<file path="config.mk">
export PLATFORM = sky130hd
export DESIGN_NAME = rv32_multicycle_ctrl_flat
export DESIGN_NICKNAME = d
export VERILOG_FILES = /design/src/rtl/rv32_ctrl_pkg.sv /design/src/rtl/rv32_multicycle_ctrl_if.sv /design/src/rtl/rv32_ctrl_decode.sv /design/src/rtl/rv32_multicycle_ctrl.sv /design/src/flat_wrapper.sv
export SDC_FILE = /design/constraint.sdc
export NUM_CORES = 1
export LEC_CHECK = 0
export ABC_AREA = 1
export ABC_CLOCK_PERIOD_IN_PS = 1900
export CORE_ASPECT_RATIO = 1.5
export CORE_MARGIN = 5
export CORE_UTILIZATION = 31
export DETAILED_ROUTE_END_ITERATION = 8
export PLACE_DENSITY = 0.77
export SLEW_MARGIN = 20
export SYNTH_ARGS = -nofsm -noshare
export SYNTH_HDL_FRONTEND = slang
export SYNTH_HIERARCHICAL = 1
export SYNTH_SLANG_ARGS = --single-unit
</file>
<file path="constraint.sdc">
create_clock -name clk -period 1.9 [get_ports clk]
set_input_delay 0.38 -clock clk [delete_from_list [all_inputs] [get_ports clk]]
set_output_delay 0.38 -clock clk [all_outputs]
set_load 0.005 [all_outputs]
</file>
<file path="src/rtl/rv32_ctrl_pkg.sv">
// Shared encodings for the RV32I multi-cycle controller: opcodes, immediate/ALU/mux selects,
// FSM states and instruction classes, plus the branch-condition helper.
package rv32_ctrl_pkg;

  localparam logic [6:0] OPC_LUI    = 7'b0110111;
  localparam logic [6:0] OPC_AUIPC  = 7'b0010111;
  localparam logic [6:0] OPC_JAL    = 7'b1101111;
  localparam logic [6:0] OPC_JALR   = 7'b1100111;
  localparam logic [6:0] OPC_BRANCH = 7'b1100011;
  localparam logic [6:0] OPC_LOAD   = 7'b0000011;
  localparam logic [6:0] OPC_STORE  = 7'b0100011;
  localparam logic [6:0] OPC_OPIMM  = 7'b0010011;
  localparam logic [6:0] OPC_OP     = 7'b0110011;

  localparam logic [2:0] EXT_I = 3'b000;
  localparam logic [2:0] EXT_U = 3'b001;
  localparam logic [2:0] EXT_S = 3'b010;
  localparam logic [2:0] EXT_B = 3'b011;
  localparam logic [2:0] EXT_J = 3'b100;

  // ALU codes are {funct7[5], funct3} so R-type decode is a direct copy.
  localparam logic [3:0] ALU_ADD  = 4'b0000;
  localparam logic [3:0] ALU_SLL  = 4'b0001;
  localparam logic [3:0] ALU_SLT  = 4'b0010;
  localparam logic [3:0] ALU_SLTU = 4'b0011;
  localparam logic [3:0] ALU_XOR  = 4'b0100;
  localparam logic [3:0] ALU_SRL  = 4'b0101;
  localparam logic [3:0] ALU_OR   = 4'b0110;
  localparam logic [3:0] ALU_AND  = 4'b0111;
  localparam logic [3:0] ALU_SUB  = 4'b1000;
  localparam logic [3:0] ALU_SRA  = 4'b1101;

  localparam logic [1:0] PC_PLUS4  = 2'd0;
  localparam logic [1:0] PC_PCIMM  = 2'd1;
  localparam logic [1:0] PC_RS1IMM = 2'd2;

  localparam logic [1:0] WB_ALU  = 2'd0;
  localparam logic [1:0] WB_DMEM = 2'd1;
  localparam logic [1:0] WB_IMM  = 2'd2;

  localparam logic [1:0] BSRC_RS2  = 2'd0;
  localparam logic [1:0] BSRC_IMM  = 2'd1;
  localparam logic [1:0] BSRC_FOUR = 2'd2;

  localparam logic ASRC_RS1 = 1'b0;
  localparam logic ASRC_PC  = 1'b1;

  typedef enum logic [2:0] {
    S_FETCH  = 3'd0,
    S_DECODE = 3'd1,
    S_EXEC   = 3'd2,
    S_MEM    = 3'd3,
    S_WB     = 3'd4,
    S_TRAP   = 3'd5
  } state_t;

  typedef enum logic [2:0] {
    CL_ALU, CL_LUI, CL_BRANCH, CL_LOAD, CL_STORE, CL_JAL, CL_JALR
  } iclass_t;

  function automatic logic branch_taken(input logic [2:0] f3, input logic zero, input logic less);
    case (f3)
      3'b000:         return zero;
      3'b001:         return !zero;
      3'b100, 3'b110: return less;
      3'b101, 3'b111: return !less;
      default:        return 1'b0;
    endcase
  endfunction

endpackage

</file>
<file path="src/rtl/rv32_multicycle_ctrl_if.sv">
// Controller <-> datapath/memory bundle; master is the controller, slave the datapath side.
interface rv32_multicycle_ctrl_if;
  logic [31:0] instr;
  logic        imem_ready;
  logic        dmem_ready;
  logic        zero;
  logic        less;
  logic        imem_req;
  logic        ir_we;
  logic        pc_we;
  logic [1:0]  pc_sel;
  logic [2:0]  ExtOP;
  logic        alu_asrc;
  logic [1:0]  alu_bsrc;
  logic [3:0]  alu_ctr;
  logic        reg_we;
  logic [1:0]  wb_sel;
  logic        dmem_req;
  logic        dmem_we;
  logic [2:0]  mem_op;
  logic        illegal;
  logic [2:0]  state_dbg;

  modport master (
    input  instr, imem_ready, dmem_ready, zero, less,
    output imem_req, ir_we, pc_we, pc_sel, ExtOP, alu_asrc, alu_bsrc, alu_ctr,
           reg_we, wb_sel, dmem_req, dmem_we, mem_op, illegal, state_dbg
  );

  modport slave (
    output instr, imem_ready, dmem_ready, zero, less,
    input  imem_req, ir_we, pc_we, pc_sel, ExtOP, alu_asrc, alu_bsrc, alu_ctr,
           reg_we, wb_sel, dmem_req, dmem_we, mem_op, illegal, state_dbg
  );
endinterface

</file>
<file path="src/rtl/rv32_ctrl_decode.sv">
// Combinational RV32I decode: instruction fields -> immediate format, ALU controls, writeback select,
// instruction class and legality. Zero latency, no flow control.
module rv32_ctrl_decode
  import rv32_ctrl_pkg::*;
(
  input  logic [6:0] opcode,
  input  logic [2:0] funct3,
  input  logic [6:0] funct7,
  output logic [2:0] ext_op,
  output logic [3:0] alu_ctr,
  output logic       alu_asrc,
  output logic [1:0] alu_bsrc,
  output logic [1:0] wb_sel,
  output iclass_t    iclass,
  output logic       legal
);

  always_comb begin
    ext_op   = EXT_I;
    alu_ctr  = ALU_ADD;
    alu_asrc = ASRC_RS1;
    alu_bsrc = BSRC_RS2;
    wb_sel   = WB_ALU;
    iclass   = CL_ALU;
    legal    = 1'b1;
    case (opcode)
      OPC_OP: begin
        alu_ctr = {funct7[5], funct3};
        legal   = (funct7 == 7'b0000000) ||
                  (funct7 == 7'b0100000 && (funct3 == 3'b000 || funct3 == 3'b101));
      end
      OPC_OPIMM: begin
        alu_bsrc = BSRC_IMM;
        if (funct3 == 3'b001) begin
          alu_ctr = ALU_SLL;
          legal   = (funct7 == 7'b0000000);
        end else if (funct3 == 3'b101) begin
          alu_ctr = {funct7[5], 3'b101};
          legal   = (funct7 == 7'b0000000) || (funct7 == 7'b0100000);
        end else begin
          // funct7 bits are immediate bits here, so arithmetic shift encoding must not leak in.
          alu_ctr = {1'b0, funct3};
        end
      end
      OPC_LOAD: begin
        alu_bsrc = BSRC_IMM;
        wb_sel   = WB_DMEM;
        iclass   = CL_LOAD;
      end
      OPC_STORE: begin
        ext_op   = EXT_S;
        alu_bsrc = BSRC_IMM;
        iclass   = CL_STORE;
      end
      OPC_BRANCH: begin
        ext_op  = EXT_B;
        alu_ctr = funct3[2] ? (funct3[1] ? ALU_SLTU : ALU_SLT) : ALU_SUB;
        iclass  = CL_BRANCH;
      end
      OPC_LUI: begin
        ext_op   = EXT_U;
        alu_bsrc = BSRC_IMM;
        wb_sel   = WB_IMM;
        iclass   = CL_LUI;
      end
      OPC_AUIPC: begin
        ext_op   = EXT_U;
        alu_asrc = ASRC_PC;
        alu_bsrc = BSRC_IMM;
      end
      OPC_JAL: begin
        ext_op   = EXT_J;
        alu_asrc = ASRC_PC;
        alu_bsrc = BSRC_FOUR;
        iclass   = CL_JAL;
      end
      OPC_JALR: begin
        alu_asrc = ASRC_PC;
        alu_bsrc = BSRC_FOUR;
        iclass   = CL_JALR;
      end
      default: legal = 1'b0;
    endcase
  end

endmodule

</file>
<file path="src/rtl/rv32_multicycle_ctrl.sv">
// RV32I multi-cycle control FSM; 3 (branch) to 5 (load) cycles per instruction with ready asserted.
// Waits indefinitely in FETCH for imem_ready and in MEM for dmem_ready, holding the request high.
module rv32_multicycle_ctrl
  import rv32_ctrl_pkg::*;
#(
  parameter int unsigned RESET_STATE_DBG = 0
) (
  input logic                    clk,
  input logic                    rst,
  rv32_multicycle_ctrl_if.master bus
);

  state_t     state, state_nxt;
  logic       illegal_q;
  logic [2:0] funct3;

  logic [2:0] d_ext;
  logic [3:0] d_alu;
  logic       d_asrc;
  logic [1:0] d_bsrc;
  logic [1:0] d_wb;
  iclass_t    d_class;
  logic       d_legal;

  logic       imem_req, ir_we, pc_we, reg_we, dmem_req, dmem_we;
  logic [1:0] pc_sel;
  logic       dec_active;
  logic       unused_instr_bits;

  assign funct3            = bus.instr[14:12];
  assign unused_instr_bits = ^{bus.instr[24:15], bus.instr[11:7]};

  rv32_ctrl_decode u_decode (
    .opcode   (bus.instr[6:0]),
    .funct3   (funct3),
    .funct7   (bus.instr[31:25]),
    .ext_op   (d_ext),
    .alu_ctr  (d_alu),
    .alu_asrc (d_asrc),
    .alu_bsrc (d_bsrc),
    .wb_sel   (d_wb),
    .iclass   (d_class),
    .legal    (d_legal)
  );

  always_ff @(posedge clk) begin
    if (rst) begin
      state     <= S_FETCH;
      illegal_q <= 1'b0;
    end else begin
      state <= state_nxt;
      if (state_nxt == S_TRAP) illegal_q <= 1'b1;
    end
  end

  always_comb begin
    state_nxt = state;
    imem_req  = 1'b0;
    ir_we     = 1'b0;
    pc_we     = 1'b0;
    pc_sel    = PC_PLUS4;
    reg_we    = 1'b0;
    dmem_req  = 1'b0;
    dmem_we   = 1'b0;
    case (state)
      S_FETCH: begin
        imem_req = 1'b1;
        if (bus.imem_ready) begin
          ir_we     = 1'b1;
          state_nxt = S_DECODE;
        end
      end
      S_DECODE: state_nxt = d_legal ? S_EXEC : S_TRAP;
      S_EXEC: begin
        if (d_class == CL_BRANCH) begin
          pc_we     = 1'b1;
          pc_sel    = branch_taken(funct3, bus.zero, bus.less) ? PC_PCIMM : PC_PLUS4;
          state_nxt = S_FETCH;
        end else if (d_class == CL_LOAD || d_class == CL_STORE) begin
          state_nxt = S_MEM;
        end else begin
          state_nxt = S_WB;
        end
      end
      S_MEM: begin
        dmem_req = 1'b1;
        dmem_we  = (d_class == CL_STORE);
        if (bus.dmem_ready) begin
          if (d_class == CL_STORE) begin
            pc_we     = 1'b1;
            state_nxt = S_FETCH;
          end else begin
            state_nxt = S_WB;
          end
        end
      end
      S_WB: begin
        reg_we    = 1'b1;
        pc_we     = 1'b1;
        pc_sel    = (d_class == CL_JAL)  ? PC_PCIMM :
                    (d_class == CL_JALR) ? PC_RS1IMM : PC_PLUS4;
        state_nxt = S_FETCH;
      end
      S_TRAP:  state_nxt = S_TRAP;
      default: state_nxt = S_FETCH;
    endcase
    // A reset cycle aborts the instruction: nothing may commit to PC, regfile or memory.
    if (rst) begin
      ir_we    = 1'b0;
      pc_we    = 1'b0;
      reg_we   = 1'b0;
      dmem_req = 1'b0;
      dmem_we  = 1'b0;
    end
  end

  assign dec_active = (state == S_DECODE) || (state == S_EXEC) ||
                      (state == S_MEM)    || (state == S_WB);

  assign bus.imem_req  = imem_req;
  assign bus.ir_we     = ir_we;
  assign bus.pc_we     = pc_we;
  assign bus.pc_sel    = pc_sel;
  assign bus.reg_we    = reg_we;
  assign bus.dmem_req  = dmem_req;
  assign bus.dmem_we   = dmem_we;
  assign bus.ExtOP     = dec_active ? d_ext  : EXT_I;
  assign bus.alu_ctr   = dec_active ? d_alu  : ALU_ADD;
  assign bus.alu_asrc  = dec_active ? d_asrc : ASRC_RS1;
  assign bus.alu_bsrc  = dec_active ? d_bsrc : BSRC_RS2;
  assign bus.wb_sel    = dec_active ? d_wb   : WB_ALU;
  assign bus.mem_op    = dec_active ? funct3 : 3'b000;
  assign bus.illegal   = illegal_q;
  assign bus.state_dbg = (RESET_STATE_DBG != 0) ? state : 3'b000;

endmodule

</file>
<file path="src/flat_wrapper.sv">
// flat-port wrapper written by rule: the top's interface ports become plain ports
module rv32_multicycle_ctrl_flat import rv32_ctrl_pkg::*;
#(
  parameter int unsigned RESET_STATE_DBG = 0
)
  (clk, rst, bus_instr, bus_imem_ready, bus_dmem_ready, bus_zero, bus_less, bus_imem_req, bus_ir_we, bus_pc_we, bus_pc_sel, bus_ExtOP, bus_alu_asrc, bus_alu_bsrc, bus_alu_ctr, bus_reg_we, bus_wb_sel, bus_dmem_req, bus_dmem_we, bus_mem_op, bus_illegal, bus_state_dbg);
  rv32_multicycle_ctrl_if bus_i ();
  input logic clk;
  input logic rst;
  input wire logic [$bits(bus_i.instr)-1:0] bus_instr;
  input wire logic [$bits(bus_i.imem_ready)-1:0] bus_imem_ready;
  input wire logic [$bits(bus_i.dmem_ready)-1:0] bus_dmem_ready;
  input wire logic [$bits(bus_i.zero)-1:0] bus_zero;
  input wire logic [$bits(bus_i.less)-1:0] bus_less;
  output wire logic [$bits(bus_i.imem_req)-1:0] bus_imem_req;
  output wire logic [$bits(bus_i.ir_we)-1:0] bus_ir_we;
  output wire logic [$bits(bus_i.pc_we)-1:0] bus_pc_we;
  output wire logic [$bits(bus_i.pc_sel)-1:0] bus_pc_sel;
  output wire logic [$bits(bus_i.ExtOP)-1:0] bus_ExtOP;
  output wire logic [$bits(bus_i.alu_asrc)-1:0] bus_alu_asrc;
  output wire logic [$bits(bus_i.alu_bsrc)-1:0] bus_alu_bsrc;
  output wire logic [$bits(bus_i.alu_ctr)-1:0] bus_alu_ctr;
  output wire logic [$bits(bus_i.reg_we)-1:0] bus_reg_we;
  output wire logic [$bits(bus_i.wb_sel)-1:0] bus_wb_sel;
  output wire logic [$bits(bus_i.dmem_req)-1:0] bus_dmem_req;
  output wire logic [$bits(bus_i.dmem_we)-1:0] bus_dmem_we;
  output wire logic [$bits(bus_i.mem_op)-1:0] bus_mem_op;
  output wire logic [$bits(bus_i.illegal)-1:0] bus_illegal;
  output wire logic [$bits(bus_i.state_dbg)-1:0] bus_state_dbg;
  assign bus_i.instr = bus_instr;
  assign bus_i.imem_ready = bus_imem_ready;
  assign bus_i.dmem_ready = bus_dmem_ready;
  assign bus_i.zero = bus_zero;
  assign bus_i.less = bus_less;
  assign bus_imem_req = bus_i.imem_req;
  assign bus_ir_we = bus_i.ir_we;
  assign bus_pc_we = bus_i.pc_we;
  assign bus_pc_sel = bus_i.pc_sel;
  assign bus_ExtOP = bus_i.ExtOP;
  assign bus_alu_asrc = bus_i.alu_asrc;
  assign bus_alu_bsrc = bus_i.alu_bsrc;
  assign bus_alu_ctr = bus_i.alu_ctr;
  assign bus_reg_we = bus_i.reg_we;
  assign bus_wb_sel = bus_i.wb_sel;
  assign bus_dmem_req = bus_i.dmem_req;
  assign bus_dmem_we = bus_i.dmem_we;
  assign bus_mem_op = bus_i.mem_op;
  assign bus_illegal = bus_i.illegal;
  assign bus_state_dbg = bus_i.state_dbg;
  rv32_multicycle_ctrl #(.RESET_STATE_DBG(RESET_STATE_DBG)) u_core (.clk(clk), .rst(rst), .bus(bus_i));
endmodule
</file>
# Word-level counts from Yosys, hierarchy flattened
# Cells that the tools add are included.
op_classes:
  n_eq_ne: 26
  n_reduce_logical: 20
  n_bitwise: 0
  n_mux: 49
  n_div: 0
  add_sub_neg: 0
  n_lt_le_gt_ge: 0
  n_shift: 0
  multipliers: 0
op_table:
  columns: ["operator", "n"]
  rows:
  - ["3-bit == test (second input constant)", 10]
  - ["7-bit by 6-bit == test with 1-bit output (second input constant)", 4]
  - ["3-bit two-way mux", 8]
  - ["1-bit two-way mux", 22]
  - ["7-bit == test (second input constant)", 3]
  - ["3-bit case mux with 6 select lines", 1]
  - ["4-bit two-way mux", 4]
  - ["3-bit case mux with 5 select lines", 1]
  - ["7-bit by 5-bit == test with 1-bit output (second input constant)", 2]
  - ["3-bit by 2-bit == test with 1-bit output (second input constant)", 4]
  - ["2-bit case mux with 2 select lines", 3]
  - ["3-bit case mux with 4 select lines", 1]
  - ["4-bit case mux with 3 select lines", 1]
  - ["2-bit two-way mux", 5]
  - ["2-bit OR reduction", 4]
  - ["7-bit by 2-bit == test with 1-bit output (second input constant)", 1]
  - ["7-bit logical NOT", 1]
  - ["1-bit logical OR", 7]
  - ["7-bit OR reduction", 1]
  - ["3-bit by 1-bit == test with 1-bit output (second input constant)", 2]
  - ["3-bit logical NOT", 2]
  - ["1-bit case mux with 3 select lines", 2]
  - ["5-bit OR reduction", 1]
  - ["1-bit case mux with 4 select lines", 1]
  - ["other kinds (3)", 4]
word_totals:
  inputBits: 38
  output_inout_bits: 27
  wordCells: 97
  rom_bits: 0
  mem_count: 0
  latchBits: 0
  mem_bits_rw: 0
  regBits: 4

# Depth between registers and ports, before layout
# Gate-level depths: netlist (run 1).
depth:
  word_depth: 8
  mapped_depth: 14
  ltp_nobuf: 14

# By module
# The synthesis (run 1) kept the hierarchy.
by_module_without_submodules:
  columns: ["mod", "area_each_um2", "n_inst", "cells_per_inst", "seq_area_each_um2"]
  rows:
  - ["rv32_multicycle_ctrl", 555.5, 1, 103, 80.1]
  - ["rv32_ctrl_decode", 329.1, 1, 76, 0.0]

# Least setup slack after synthesis (run 1)
# Ideal clock, no wire load.
synth_path:
  kind: "input -> output"
  from: "input port bus_instr[4]"
  to: "output port bus_pc_we"
  arrival_ns: 1.521
  path_stages: 11
  setup_slack_ns: -0.001
  cell_sequence: "inv_2 > nand3_2 > inv_1 > nand2_1 > inv_1 > nand2_1 > nand3_1 > nor2_1 > nand2_1 > or2_2 > a21oi_1"
synth_via:
  elab_chain_cells: 7
  word_cells_on_any_way: 14
  cone_classes: "8 x eq/ne; 6 x mux"
synth_lines:
  columns: ["element", "line", "source"]
  rows:
  - ["start: declaration", "flat_wrapper.sv:10", "input wire logic [$bits(bus_i.instr)-1:0] bus_instr;"]
  - ["7-bit == test (tied with other cells)", "rv32_ctrl_decode.sv:26", "case (opcode)"]
  - ["3-bit case mux with 6 select lines *", "rv32_ctrl_decode.sv:26", null]
  - ["via u_core.d_class[0]", "rv32_multicycle_ctrl.sv:22", "iclass_t d_class;"]
  - ["3-bit == test", "rv32_multicycle_ctrl.sv:89", "if (d_class == CL_STORE) begin"]
  - ["1-bit two-way mux", "rv32_multicycle_ctrl.sv:89", null]
  - ["1-bit two-way mux", "rv32_multicycle_ctrl.sv:88", "if (bus.dmem_ready) begin"]
  - ["1-bit case mux with 3 select lines *", "rv32_multicycle_ctrl.sv:65", "case (state)"]
  - ["1-bit two-way mux *", "rv32_multicycle_ctrl.sv:108", "if (rst) begin"]
  - ["end: declaration", "flat_wrapper.sv:17", "output wire logic [$bits(bus_i.pc_we)-1:0] bus_pc_we;"]
# Mark *: on every way through the listed nets, which the timed path passes. The rest lies on a longest branch.

# Final worst setup path (run 1)
layout_path:
  from: "input port bus_instr[1]"
  to: "output port bus_pc_we"
# Same word-level chain as after synthesis.

==> results.py, run 1 <==
metrics = {
    "timing": {
        "clock_skew_ps": 1.482,
        "setup_viol": 4,
        "hold_viol_final": 0,
        "hold-worst-slack_ps": 440.0,
        "fmax_mhz": 504.4,
        "setup_slack_ps": -82.66,
        "timing.final.crit_share": 1.044,
        "timing.final.max_slew_violations": 0,
        "layout_min_cycle_time_ps": 1983,
        "fin_setup_tns_ps": -208.1,
        "rsz0062_at_grt": "yes",
    },
    "run": {
        "drv_cap": 0,
    },
    "cells_and_area": {
        "area.growth.synth_to_final_pct": 134.1,
        "final_nets": 325,
        "fillers": 209,
        "drive_gt1_frac": 0.5263,
        "final_cell_area_um2": 2071,
        "fin_util": 0.7655,
        "antenna_cells": 0,
    },
    "placed_design": {
        "hpwl_mm": 2.521,
        "portBuffers": 46,
        "gp_congestion": 0.8921,
        "dpl-instance-area_um2": 1625,
    },
    "clock_tree": {
        "cts_buffer_depth": 2,
        "cts_tree": "built",
        "hold_buffers": 0,
        "cts_made_buffers": 3,
        "cts_root_buffer": "clkbuf_8",
        "clk_pin_slew_worst_paths_ps": 30,
        "clock_sinks": 4,
        "clk_latency_ps": 220,
        "ctsHtreeMaxLevel": 1,
    },
    "power_and_ir_drop": {
        "p_total_w": 0.0006108,
        "p_leak_nw": 1.087,
        "ir_drop_mv": 0.3231,
        "powerDensity_nw_per_um2": 294.9,
    },
    "route": {
        "drtIter0Drc": 37,
        "drtAntennaViolNets": 0,
        "wl_per_cell_um": 12.51,
        "routed_wl_mm": 4.027,
        "vias_per_cell": 4.609,
        "drt_first_pass_iters": 4,
        "drc": 0,
        "vias": 1484,
    },
    "synth": {
        "netlist_area_um2": 884.6,
        "postSynthAreaPerCell_um2": 4.942,
        "ys_types": 24,
        "syn_inst": 179,
        "ys_seq_area_frac": 0.09052,
        "postSynthRegisterBits": 4,
        "yosys_warnings": 6,
    },
    "setup_path": {
        "startpoint_type": "primary input",
        "r2r-end": "u_core/state[0]",
        "path_max_fanout": 3,
        "path_class": "primary input to output port",
        "r2r_slack_ps": 710,
        "worstSetupEndpoint": "bus_pc_we",
        "arrival_ps": 1600,
        "worst_setup_path_end_kind": "output port",
        "cp-startpoint": "bus_instr[1]",
        "ff2ff_path_depth": 8,
        "worstPathRequired_ps": 1520,
        "worstReg2RegStart": "u_core/state[1]",
    },
    "global_routing": {
        "grt_start_max_net_pins": 11,
        "grt_use_total": 0.1928,
        "grt_pass1_vias": 1487,
        "grt_pass1_wl_mm": 5.920,
        "grt_overflow_total": 0,
        "grt_antenna_before_repair": 0,
    },
    "floorplanning": {
        "die_h_um": 75.43,
        "rows": 23,
        "ioPinCount": 65,
        "start_util": 0.3270,
        "die_w_um": 53.62,
        "dieArea_um2": 4044,
        "core_area_um2": 2705,
    },
    "status": {
        "status": "finished with violations",
        "violations": "negative setup slack",
    },
    "min_path": {
        "worstHoldPathType": "flop to flop",
    },
}
-- logic make-up after synthesis --
group                  after synthesis  share of synthesized area
AOI/OAI and AO/OA                   12                    0.07637
buffers and inverters               47                     0.2249
DFF                                  4                    0.09053
other                                1                   0.004239
and+or+nand+nor                    115                     0.6040
-- report_power, final --
part	total (W)	internal (W)	switching, W
sequential	0.0000974	0.0000916	0.00000575
combinational	0.000333	0.000174	0.000159
clock	0.000181	0.000135	0.0000454
total	0.000611	0.000401	0.000210
-- how the worst min path moves through the flow --
| stage | from | to | slack, ps | depth (start not counted) |
|---|---|---|---|---|
| after floorplan | u_core/bus.illegal | u_core/bus.illegal | 450 | 2 |
| after global placement | u_core/bus.illegal | u_core/bus.illegal | 430 | 2 |
| after detailed placement | u_core/bus.illegal | u_core/bus.illegal | 440 | 2 |
| after CTS | u_core/bus.illegal | u_core/bus.illegal | 440 | 2 |
| after global routing | u_core/bus.illegal | u_core/bus.illegal | 480 | 2 |
| final | u_core/bus.illegal | u_core/bus.illegal | 440 | 2 |
-- timing repair --
action	4_1_cts	5_1_grt
pin swaps	25	23
endpoints found under the setup margin	23	15
resized for setup	140	33
cloned	0	0
setup buffers	22	5
-- registers in the layout, summed over array words and instances, names as in the netlist --
register and cells:
u_core/state 3, u_core/bus.illegal 1
-- synthesized netlist by cell type --
cell	n	area [um2]
a21oi_1	5	25.02
a21oi_2	1	8.760
buf_1	1	3.750
buf_4	3	22.52
buf_8	1	15.01
conb_1	1	3.750
dfxtp_1	4	80.08
inv_1	39	146.4
inv_2	3	11.26
nand2_1	39	146.4
nand2_2	1	6.260
nand2_4	1	11.26
nand3_1	17	85.08
nand3_2	1	10.01
nand3b_1	1	7.510
nand4_1	2	12.51
nor2_1	33	123.9
nor2_2	13	81.33
nor2_4	2	22.52
nor3_1	3	15.01
nor4_1	1	6.260
o21ai_0	5	25.02
o21ai_2	1	8.760
or2_2	1	6.260
-- worst max-delay path, cell delays in order --
cell	delay [ps]
buf_8	100
nand2_8	70
inv_4	50
nand2_4	90
nor2_4	40
inv_2	70
nand3_4	110
nor2_2	130
nand2_1	80
or2_4	230
a21oi_2	120
buf_2	120
-- cell usage in the layout (no fill, tap or decap), types with 2 or more instances in the layout --
cell type and instances:
a21oi_1 4, buf_6 9, buf_4 54, nand2_4 4
dfxtp_1 2, dfxtp_2 2, clkdlybuf4s50_1 13, nand3_2 4
inv_2 8, buf_2 7, nand4_1 2, dlygate4sd2_1 16
nand2_1 31, nand2_2 5, o21ai_0 3, nor2_4 12
nand3_4 3, clkbuf_2 4, buf_8 2, conb_1 3
inv_1 27, o21ai_1 2, nand3_1 11, clkbuf_8 3
nor2_1 20, inv_4 6, nor2_2 16, nor3_2 2
-- stage by stage --
stage	instances	setup slack, ps
final	322	-82.66
after global routing	322	-150.2
after CTS	317	-83.36
after detailed placement	294	-1005
after global placement	294	-995.0
after floorplan	181	10.69
-- final cells by class --
cell class / count / area (um2) / area share
Timing Repair Buffer: 106 / 882.1 / 0.4260
Multi-Input combinational cell: 130 / 838.3 / 0.4048
Inverter: 42 / 180.2 / 0.08701
Sequential cell: 4 / 82.58 / 0.03988
Tap cell: 37 / 46.29 / 0.02236
Clock buffer: 3 / 41.29 / 0.01994
-- metal layers --
metal	vias to the layer above	GRT usage	wire (um)
met5	-	0	0
li1	746	-	-
met1	684	0.1816	1345
met3	14	0.009785	166
met4	0	0.1023	141
met2	40	0.3956	2374
No activity file was read; power rests on OpenSTA's default activity.
==> inputs of run 2 (changes only) <==
--- a/config.mk
+++ b/config.mk
@@ -5,7 +5,6 @@
 export SDC_FILE = /design/constraint.sdc
 export NUM_CORES = 1
 export LEC_CHECK = 0
-export ABC_AREA = 1
 export ABC_CLOCK_PERIOD_IN_PS = 1900
 export CORE_ASPECT_RATIO = 1.5
 export CORE_MARGIN = 5
==> results.py, run 2 <==
metrics = {
    "timing": {
        "setup_viol": 7,
        "fin_setup_tns_ps": -1291,
        "clock_skew_ps": 0.4392,
        "hold_viol_final": 0,
        "setup_slack_ps": -358.8,
        "timing.final.crit_share": 1.189,
        "rsz0062_at_grt": "yes",
        "fmax_mhz": 442.7,
        "timing.final.max_slew_violations": 0,
        "layout_min_cycle_time_ps": 2259,
    },
    "status": {
        "status": "finished with violations",
        "violations": "negative setup slack",
    },
    "cells_and_area": {
        "largest_register_ff_count": 3,
        "drive_gt1_frac": 0.5752,
        "area.growth.synth_to_final_pct": 125.7,
        "largest_register": "u_core/state",
        "multiInputGateArea_um2": 955.9,
        "fillers": 205,
        "layout_common_cells": "buf_4 (42), and2_1 (16), buf_6 (15)",
        "final_common_cell": "buf_4",
        "final_cell_area_um2": 1999,
        "final_nets": 266,
        "seq_area_um2": 82.58,
        "antenna_cells": 0,
        "stdcell_count": 263,
    },
    "power_and_ir_drop": {
        "p_total_w": 0.0006877,
        "powerDensity_nw_per_um2": 344.0,
        "ir_drop_mv": 0.6835,
        "p_leak_nw": 0.9283,
    },
    "synth": {
        "yosys_warnings": 6,
        "synth-edff-count": 0,
        "netlist_area_um2": 885.9,
        "synth_top_area_share": 0.1201,
        "synthArstFlopShare": 0,
        "synth_compound_area_frac": 0.2020,
        "yosys.area.top_type": "and2_1",
        "synth_top_family_by_area": "simple AND/OR/NAND/NOR gates",
        "synth_fa_ha_area_frac": 0,
        "synth_ff_type": "dfxtp_1",
        "synth_area_leaders": "and2_1 (12%), dfxtp_1 (9.0%), nor3_1 (6.8%)",
        "synthSimpleGateAreaFrac": 0.5523,
        "syn_inst": 134,
        "synth_xor_area_frac": 0.01977,
        "yosys.cell_count.top_type": "and2_1",
        "ys_types": 46,
        "postSynthRegisterBits": 4,
        "postSynthAreaPerCell_um2": 6.611,
        "synth_common_cells": "and2_1 (17), nor2_1 (14), nor3_1 (12)",
        "synth.mux.area_fraction": 0.01130,
        "ys_seq_area_frac": 0.09040,
    },
    "global_routing": {
        "grt_antenna_before_repair": 0,
        "grt_pass1_vias": 1492,
        "grt_overflow_total": 0,
        "grt_start_max_net_pins": 9,
        "grt_use_total": 0.2212,
        "grt_pass1_wl_mm": 6.706,
    },
    "floorplanning": {
        "core_area_um2": 2705,
        "dieArea_um2": 4049,
        "ioPinCount": 65,
        "start_util": 0.3275,
        "rows": 23,
        "die_w_um": 53.65,
        "die_h_um": 75.47,
    },
    "setup_path": {
        "startpoint_type": "primary input",
        "arrival_ps": 1880,
        "worstPathRequired_ps": 1520,
        "path_class": "primary input to output port",
        "path_max_fanout": 2,
        "worst_setup_path_end_kind": "output port",
    },
    "route": {
        "vias_per_cell": 5.289,
        "drt_first_pass_iters": 4,
        "drc": 0,
        "routed_wl_mm": 4.503,
        "drtIter0Drc": 58,
        "drtAntennaViolNets": 0,
        "vias": 1391,
        "wl_per_cell_um": 17.12,
    },
    "placed_design": {
        "hpwl_mm": 2.744,
        "dp_cells": 241,
        "gp_congestion": 0.9703,
        "dpl-instance-area_um2": 1604,
        "portBuffers": 46,
    },
    "clock_tree": {
        "cts_tree": "built",
        "cts_buffer_depth": 2,
        "clk_latency_ps": 210,
        "ctsHtreeMaxLevel": 1,
        "clock_sinks": 4,
        "clk_pin_slew_worst_paths_ps": 30,
        "hold_buffers": 0,
        "cts_root_buffer": "clkbuf_8",
        "cts_made_buffers": 3,
    },
    "run": {
        "drv_cap": 0,
    },
    "min_path": {
        "worstHoldPathType": "flop to flop",
    },
}
run 2: cell types whose count changed in the layout (fill, tap and decap cells not counted), moves of 11 or more:
cell     delta
and2_1     +16
buf_4      -12
inv_1      -24
nand2_1    -23
nor2_1     -11
nor2_2     -14
run 2: logic make-up after synthesis:
logic type / count (synthesis)
other: 1
buffers and inverters: 16
XOR/XNOR: 2
AND/OR/NAND/NOR: 83
flip-flops: 4
AO/OA/AOI/OAI: 27
multiplexers: 1
run 2: layout make-up:
| type | instances | share of cell area |
|---|---|---|
| repair buffers | 99 | 0.4293 |
| multi-input cells | 116 | 0.4781 |
| inverters | 4 | 0.007509 |
| well taps | 37 | 0.02315 |
| flip-flops and latches | 4 | 0.04130 |
| clock buffers | 3 | 0.02065 |
run 2: worst paths after layout:
path                      startpoint  depth (start not counted)                 end  slack (ps)
hold reg to reg   u_core/bus.illegal                          2  u_core/bus.illegal         510
hold / removal    u_core/bus.illegal                          2  u_core/bus.illegal         510
setup / recovery        bus_instr[4]                          8       bus_pc_sel[0]        -360
setup reg to reg     u_core/state[0]                          6     u_core/state[0]         490
run 2: where the power goes:
| part | switching (W) | internal, W |
|---|---|---|
| registers | 0.00000535 | 0.0000924 |
| clock network | 0.0000366 | 0.000134 |
| logic | 0.000191 | 0.000228 |
| total | 0.000233 | 0.000455 |
run 2: per-stage QoR:
stage	hold WS, ps	worst slack [ps]	utilization
after detailed placement	499.7	-1348	0.5930
after global routing	518.6	-411.5	0.7391
after global placement	461.2	-1297	0.5930
after floorplan	460.4	-400.5	-
final	508.2	-358.8	0.7391
after CTS	510.9	-342.5	0.6966
run 2: repair_timing:
item | in CTS | in global routing
resized for setup | 147 | 33
pin swaps | 26 | 23
gates cloned | 1 | 0
endpoints found under the setup margin | 26 | 15
buffers inserted | 14 | 6
run 2: critical path, stage by stage:
cell	delay, ps
buf_8	100
nor2b_4	120
nor2b_4	120
and3_4	150
or2_4	260
or4_4	480
o22ai_2	140
buf_2	130
run 2: per-layer routing:
layer / wire [um] / vias to the layer above / GRT usage
li1: - / 649 / -
met1: 1382 / 647 / 0.1915
met2: 2618 / 69 / 0.4516
met3: 246 / 26 / 0.03914
met4: 256 / 0 / 0.1222
met5: 0 / - / 0
==> inputs of run 3 (changes only) <==
--- a/config.mk
+++ b/config.mk
@@ -11,6 +11,7 @@
 export CORE_UTILIZATION = 31
 export DETAILED_ROUTE_END_ITERATION = 8
 export PLACE_DENSITY = 0.77
+export SKIP_LAST_GASP = 1
 export SLEW_MARGIN = 20
 export SYNTH_ARGS = -nofsm -noshare
 export SYNTH_HDL_FRONTEND = slang
==> results.py, run 3 (synthesized netlist as in run 2, its figures left out) <==
metrics = {
    "power_and_ir_drop": {
        "power_frac_seq": 0.143,
        "powerDensity_nw_per_um2": 351.6,
        "ir_drop_mv": 0.6217,
        "switchingPower_w": 0.0002272,
        "p_int_w": 0.0004591,
        "p_leak_nw": 0.9470,
        "clkPwrFrac": 0.249,
        "pwr-share-comb": 0.608,
        "swShare": 0.3311,
    },
    "route": {
        "wl_per_cell_um": 16.04,
        "vias_per_cell": 5.228,
        "routed_wl_mm": 4.219,
        "vias": 1375,
        "drtAntennaViolNets": 0,
        "drtIter0Drc": 39,
        "drt_first_pass_iters": 4,
        "drc": 0,
    },
    "clock_tree": {
        "ctsHtreeMaxLevel": 1,
        "clk_latency_ps": 210,
        "clock_sinks": 4,
        "hold_buffers": 0,
        "cts_buffer_depth": 2,
        "cts_tree": "built",
        "cts_root_buffer": "clkbuf_8",
        "cts_made_buffers": 3,
        "clk_pin_slew_worst_paths_ps": 30,
    },
    "min_path": {
        "min_to": "u_core/bus.illegal",
        "hold_depth": 2,
        "worstHoldPathType": "flop to flop",
        "hp-start": "u_core/bus.illegal",
    },
    "cells_and_area": {
        "stdcell_count": 263,
        "final_nets": 266,
        "antenna_cells": 0,
        "fillers": 228,
        "drive_gt1_frac": 0.5442,
        "layout_common_cells": "buf_4 (45), and2_1 (16), buf_6 (13)",
        "area.growth.synth_to_final_pct": 120.3,
        "final_common_cell": "buf_4",
        "largest_register_ff_count": 3,
        "fin_util": 0.7216,
        "largest_register": "u_core/state",
    },
    "global_routing": {
        "grt_antenna_before_repair": 0,
        "top_usage_layer": "met2",
        "grt_pass1_wl_mm": 6.472,
        "gr-usage-met3": 0.03914,
        "grtUsageMet2": 0.4256,
        "grt_use_total": 0.2136,
        "grtUsageMet1": 0.1939,
        "grt_start_max_net_pins": 9,
        "grt_pass1_vias": 1452,
        "grt_overflow_total": 0,
    },
    "setup_path": {
        "worstReg2RegStart": "u_core/state[0]",
        "path_class": "primary input to output port",
        "arrival_ps": 1840,
        "worst_setup_path_end_kind": "output port",
        "startpoint_type": "primary input",
        "path_max_fanout": 2,
        "ff2ff_path_depth": 6,
        "r2r-end": "u_core/state[0]",
        "worstPathRequired_ps": 1520,
        "r2r_slack_ps": 510,
    },
    "run": {
        "drv_cap": 0,
    },
    "timing": {
        "setup_viol": 9,
        "hold_viol_final": 0,
        "timing.final.crit_share": 1.171,
        "fmax_mhz": 449.6,
        "clock_skew_ps": 0.2529,
        "timing.final.max_slew_violations": 0,
        "setup_slack_ps": -324.3,
        "layout_min_cycle_time_ps": 2224,
        "rsz0062_at_grt": "yes",
    },
    "floorplanning": {
        "rows": 23,
        "dieArea_um2": 4049,
        "core_area_um2": 2705,
        "die_w_um": 53.65,
        "start_util": 0.3275,
        "ioPinCount": 65,
        "die_h_um": 75.47,
    },
    "placed_design": {
        "hpwl_mm": 2.744,
        "dp_cells": 241,
        "gp_congestion": 0.9703,
        "portBuffers": 46,
    },
    "status": {
        "status": "finished with violations",
        "violations": "negative setup slack",
    },
}
[run 3: cell types whose count changed in the layout (fill, tap and decap cells not counted), moves of 2 or more]
cell and delta:
dlygate4sd2_1 +2, buf_4 +3, clkdlybuf4s15_1 -3, buf_6 -2, dlymetal6s2s_1 +2
[run 3: metrics by stage]
stage	instance area, um2	setup TNS, ps	setup WS, ps	hold slack (ps)	power, W
after global placement	1604	-15520	-1297	461.2	0.0003844
after floorplan	940.9	-599.4	-400.5	460.4	0.0002389
after global routing	1952	-1844	-382.5	518.5	0.0007244
after CTS	1868	-1873	-342.5	510.9	0.0006376
after detailed placement	1604	-16510	-1348	499.7	0.0003935
final	1952	-1186	-324.3	505.9	0.0006863
[run 3: worst max-delay path by stage]
| stage | start | to | slack (ps) |
|---|---|---|---|
| after CTS | bus_instr[2] | bus_pc_sel[0] | -340 |
| after detailed placement | bus_instr[6] | bus_pc_we | -1350 |
| final | bus_instr[4] | bus_pc_sel[0] | -320 |
| after floorplan | bus_instr[4] | bus_pc_sel[0] | -400 |
| after global routing | bus_instr[6] | bus_pc_we | -380 |
| after global placement | bus_instr[6] | bus_pc_sel[0] | -1300 |
[run 3: final cells by class]
cell class | count | area, um2 | share of cell area
Multi-Input combinational cell | 116 | 909.6 | 0.4660
Timing Repair Buffer | 99 | 857.1 | 0.4391
Inverter | 4 | 15.01 | 0.007692
Tap cell | 37 | 46.29 | 0.02372
Clock buffer | 3 | 41.29 | 0.02115
Sequential cell | 4 | 82.58 | 0.04231
[run 3: what timing repair did]
action | in CTS | in global routing
cloned | 1 | 0
pin swaps | 24 | 20
setup endpoints to repair | 26 | 20
buffers inserted | 14 | 6
resized for setup | 133 | 27
[run 3: power by group through the flow]
stage	Sequential, W	Clock, W	Combinational (W)
after floorplan	0.0000957	0	0.000143
after global placement	0.0000978	0	0.000287
after detailed placement	0.0000983	0	0.000295
after CTS	0.0000977	0.000173	0.000367
after global routing	0.0000985	0.000182	0.000443
final	0.0000981	0.000171	0.000417
[run 3: worst max-delay path: stages]
cell and delay (ps):
buf_8 100, nor2b_4 120, nor2b_4 120, and3_4 140, or2_4 250, or4_4 470, o22ai_2 140, buf_2 130
[run 3: metal layers]
metal / up-vias / share of wire
li1: 651 / -
met1: 636 / 0.32
met2: 68 / 0.57
met3: 20 / 0.057
met4: 0 / 0.050
met5: - / 0
